File: src/rtl/alu_accum_pipe.sv
// Two-stage operand/ALU/accumulator datapath with valid/ready handshakes.
// Each operand is an external value or the running accumulator, resolved in EX.
module alu_accum_pipe #(
  parameter int WIDTH = 4,
  parameter int OPW   = 3
) (
  input  logic             CLK,
  input  logic             Reset,
  input  logic             in_valid,
  output logic             in_ready,
  input  logic [WIDTH-1:0] Operand_A,
  input  logic [WIDTH-1:0] Operand_B,
  input  logic             Sel_A,
  input  logic             Sel_B,
  input  logic [OPW-1:0]   ALU_SEL,
  input  logic             acc_clr,
  output logic             out_valid,
  input  logic             out_ready,
  output logic [WIDTH:0]   Result,
  output logic             zero
);

  localparam logic [2:0] OP_ADD = 3'b000;
  localparam logic [2:0] OP_SUB = 3'b001;
  localparam logic [2:0] OP_AND = 3'b010;
  localparam logic [2:0] OP_OR  = 3'b011;
  localparam logic [2:0] OP_XOR = 3'b100;
  localparam logic [2:0] OP_NOT = 3'b101;
  localparam logic [2:0] OP_SHL = 3'b110;
  localparam logic [2:0] OP_PSB = 3'b111;

  logic             s1_valid;
  logic [WIDTH-1:0] s1_a;
  logic [WIDTH-1:0] s1_b;
  logic             s1_sel_a;
  logic             s1_sel_b;
  logic [OPW-1:0]   s1_op;
  logic [WIDTH-1:0] acc;

  logic             stall;
  logic             in_fire;
  logic             ex_go;
  logic [WIDTH-1:0] op_a;
  logic [WIDTH-1:0] op_b;
  logic [WIDTH:0]   alu_y;

  assign stall    = out_valid && !out_ready;
  assign in_ready = !(s1_valid && stall);
  assign in_fire  = in_valid && in_ready;
  assign ex_go    = s1_valid && !stall;

  // Late operand select lets a chained op see the result of the op just ahead.
  assign op_a = s1_sel_a ? s1_a : acc;
  assign op_b = s1_sel_b ? s1_b : acc;

  always_comb begin
    alu_y = '0;
    unique case (s1_op)
      OP_ADD: alu_y = {1'b0, op_a} + {1'b0, op_b};
      OP_SUB: alu_y = {1'b0, op_a} - {1'b0, op_b};
      OP_AND: alu_y = {1'b0, op_a & op_b};
      OP_OR:  alu_y = {1'b0, op_a | op_b};
      OP_XOR: alu_y = {1'b0, op_a ^ op_b};
      OP_NOT: alu_y = {1'b0, ~op_a};
      OP_SHL: alu_y = {op_a, 1'b0};
      OP_PSB: alu_y = {1'b0, op_b};
      default: alu_y = '0;
    endcase
  end

  always_ff @(posedge CLK or negedge Reset) begin
    if (!Reset) begin
      s1_valid <= 1'b0;
      s1_a     <= '0;
      s1_b     <= '0;
      s1_sel_a <= 1'b0;
      s1_sel_b <= 1'b0;
      s1_op    <= '0;
    end else if (in_fire) begin
      s1_valid <= 1'b1;
      s1_a     <= Operand_A;
      s1_b     <= Operand_B;
      s1_sel_a <= Sel_A;
      s1_sel_b <= Sel_B;
      s1_op    <= ALU_SEL;
    end else if (ex_go) begin
      s1_valid <= 1'b0;
    end
  end

  always_ff @(posedge CLK or negedge Reset) begin
    if (!Reset) begin
      Result    <= '0;
      zero      <= 1'b0;
      out_valid <= 1'b0;
    end else if (ex_go) begin
      Result    <= alu_y;
      zero      <= (alu_y[WIDTH-1:0] == '0);
      out_valid <= 1'b1;
    end else if (out_ready) begin
      out_valid <= 1'b0;
    end
  end

  // Clear beats a same-cycle EX write; the carry never reaches acc.
  always_ff @(posedge CLK or negedge Reset) begin
    if (!Reset)
      acc <= '0;
    else if (acc_clr)
      acc <= '0;
    else if (ex_go)
      acc <= alu_y[WIDTH-1:0];
  end

endmodule

File: config.mk
export PLATFORM = sky130hd
export DESIGN_NAME = alu_accum_pipe
export DESIGN_NICKNAME = d
export VERILOG_FILES = /design/src/rtl/alu_accum_pipe.sv
export SDC_FILE = /design/constraint.sdc
export NUM_CORES = 1
export LEC_CHECK = 0
export ABC_AREA = 1
export BUFFER_PORTS_ARGS = -buffer_cell sky130_fd_sc_hd__buf_2
export CELL_PAD_IN_SITES_DETAIL_PLACEMENT = 1
export CELL_PAD_IN_SITES_GLOBAL_PLACEMENT = 2
export CORE_MARGIN = 1
export CORE_UTILIZATION = 31
export DETAILED_ROUTE_END_ITERATION = 12
export PLACE_DENSITY_LB_ADDON = 0.1
export SYNTH_ARGS = -nofsm -noshare
export SYNTH_HDL_FRONTEND = slang
export SYNTH_SLANG_ARGS = --single-unit
File: constraint.sdc
create_clock -name CLK -period 2.8 [get_ports CLK]
set_input_delay 0.14 -clock CLK [delete_from_list [all_inputs] [get_ports CLK]]
set_output_delay 0.14 -clock CLK [all_outputs]
set_load 0.005 [all_outputs]
==> flow_summary.yaml <==
status:
  status: "complete, no violations"
routing:
  ant_nets: 0
  drc_errors: 0
  routed_wl_um: 4370
  wl_per_cell_um: 13.3
  via_per_inst: 4.63
  drtIter0Drc: 43
  vias: 1523
  dr.pass1.iters: 4
setup_path:
  crit_path_start_kind: "flop"
  arrival_ps: 2650
  cp_max_fo: 7
  rrSetupSlack_ps: 370
  critPathKind: "flop to flop"
  required_ps: 3020
  cp-end-kind: "flop"
  worstReg2RegEnd: "zero$_DFFE_PN0P_"
  r2r-start: "s1_sel_b$_DFFE_PN0P_"
  r2r_cells: 12
cts:
  cts-root-buf: "clkbuf_8"
  cts_tree: "yes"
  cts_sinks: 25
  cts_resized: 0
  htree_levels: 1
  path_clk_slew_ps: 90
  clockBufferDepth: 2
  clk_latency_ps: 270
  cts_buffers: 3
grt:
  grt_use_total_pct: 17.0
  met1_usage_pct: 23.9
  grt_max_degree: 26
  grt_pass1_wl_um: 7070
  busiest_layer: "met2"
  antenna_found_initial: 0
  globalRouteMet2Util_pct: 28.2
  grt_overflow: 0
  use_met3_pct: 2.01
  first_global_vias: 1439
layout:
  final_util_pct: 37.6
  nets: 292
  n_antenna_cell: 0
  drive_gt1_share_pct: 16.2
  syn_to_final_growth_pct: 16.8
yosys:
  yosysTopAreaCell: "dfrtp_1"
  synth_seq_cells: 25
  synthDistinctLibCells: 22
  syn_nets: 261
  yosysWarningCount: 0
  syn_inst: 229
  yosysTopAreaCellShare_pct: 37.8
  synth_area_per_cell_sq_um: 7.23
  ys_seq_area_share_pct: 37.8
  yosys-top-cells-area: "dfrtp_1 (38%), nand2_1 (16%), ha_1 (9.8%)"
  netlist_area_sq_mm: 0.00166
sta:
  hold_viol: 0
  rsz0062_at_grt: "false"
  slew_viol_final: 0
  setup_slack_ps: 366
  worstMarginPinSlew_ps: 681
  setup_viol: 0
  relSlewSlack_pct: 54.5
  fin_crit_sh_pct: 86.9
  max_freq_mhz: 411
  skew_ps: 2.75
  layout_min_cycle_time_ps: 2430
  fin_tns_setup_ps: 0
worst_hold_path:
  hp-start: "acc_clr"
  holdPathEnd: "acc[3]$_DFFE_PN0P_"
  whs_path_depth: 2
  hold_class: "input pin to flop"
die:
  ios: 26
  die_h_um: 75.1
  dieArea_sq_mm: 0.00564
  coreArea_sq_mm: 0.00514
  initial_core_util_pct: 32.2
  rows: 26
  fp.dieW_um: 75.1
placement:
  dp_hpwl_um: 3550
  io_buffers: 25
  pre_cts_slack_ps: 363
  place.gp.congestion: 0.748
power_and_ir_drop:
  power_leakage_nw: 1.08
  ir_worst_vdd_mv: 0.267
  p_per_area_mw_per_mm2: 704
flow_run:
  maxCapViolCount: 0
==> critical path, stage by stage (launching register included) <==
cell     delay, ps
dfrtp_1        450
nand2_1         90
o21ai_0        110
ha_1           240
or2_2          300
xor2_1         140
ha_1           320
or2_2          280
nand3_1         80
nand3_1        110
nor2_1         130
nand2_1         70
nand2_1         50
==> state kept, by name, indices dropped and copies added, names as in the netlist, 3 cells and up <==
signal / flops
s1_b: 4
acc: 4
s1_a: 4
s1_op: 3
Result: 5
==> what timing repair did <==
| item | in CTS | in global routing |
|---|---|---|
| hold buffers | 1 | 0 |
| buffers inserted | 0 | 0 |
| endpoints found under the hold margin | 25 | 0 |
| setup endpoints to repair | 0 | 0 |
==> metal layers <==
metal  vias up  wire length, um
met5         -                0
met4         0               37
met3         5               86
met2        17             2000
met1       718             2250
li1        783                -
==> layout make-up <==
cell class / count / area [sq um]
fillers: 695 / 3210
multi-input cells: 170 / 897
flip-flops and latches: 25 / 626
repair buffers: 30 / 165
inverters: 30 / 113
well taps: 70 / 87.6
clock buffers: 4 / 45.0
==> through the flow <==
stage                     power (W)  cells  hold WS, ps  instance area [sq um]
after floorplan            0.000935    229         -156                   1660
after global placement      0.00115    324          175                   1880
final                       0.00136    329         73.7                   1930
after CTS                   0.00138    329         65.3                   1930
after global routing        0.00151    329         65.2                   1930
after detailed placement    0.00116    324          176                   1880
==> how the worst max path moves through the flow <==
stage                              start                 end  depth (start not counted)
global placement    s1_op[1]$_DFFE_PN0P_  acc[2]$_DFFE_PN0P_                         11
finish              s1_sel_b$_DFFE_PN0P_    zero$_DFFE_PN0P_                         12
floorplan           s1_sel_b$_DFFE_PN0P_  acc[2]$_DFFE_PN0P_                         11
global route        s1_op[1]$_DFFE_PN0P_    zero$_DFFE_PN0P_                         11
detailed placement  s1_sel_b$_DFFE_PN0P_  acc[2]$_DFFE_PN0P_                         11
CTS                 s1_sel_b$_DFFE_PN0P_  acc[2]$_DFFE_PN0P_                         11
==> cell usage in the layout (no fill, tap or decap), drive strengths merged, types with 2 or more instances in the layout <==
cell    count
a21oi      17
inv        30
clkbuf      4
nand3      17
nor3        3
buf        29
xor2        2
nand2      70
or2         2
ha         13
mux2        6
nor2       29
nand4       2
dfrtp      25
o21ai       5
==> cells in the mapped netlist <==
| cell type | n |
|---|---|
| a21o_1 | 1 |
| buf_2 | 1 |
| nor2_1 | 29 |
| or2_2 | 2 |
| fa_1 | 1 |
| nor3b_1 | 1 |
| a21oi_1 | 17 |
| nor3_1 | 3 |
| dfrtp_1 | 25 |
| nand4_1 | 2 |
| inv_1 | 28 |
| nand3_1 | 17 |
| mux2_2 | 6 |
| o21a_1 | 1 |
| nand2_1 | 70 |
| xor2_1 | 2 |
| ha_1 | 13 |
| buf_4 | 1 |
| o21ai_1 | 1 |
| clkbuf_1 | 2 |
| o21ai_0 | 4 |
| inv_2 | 2 |
==> power breakdown <==
group | total (W) | internal (W) | leakage (nW) | switching (W)
Sequential | 0.000499 | 0.000443 | 0.299 | 0.0000555
Combinational | 0.000643 | 0.000255 | 0.756 | 0.000388
Clock | 0.000219 | 0.000102 | 0.0228 | 0.000117
==> logic make-up after synthesis <==
kind of cell    synth area share, %
simple gates                   30.5
buf+inv                        8.01
flops                          37.8
compound gates                 7.56
fa+ha+maj                      11.0
mux                            4.08
xor+xnor                       1.06
(Power assumes the default switching activity.)
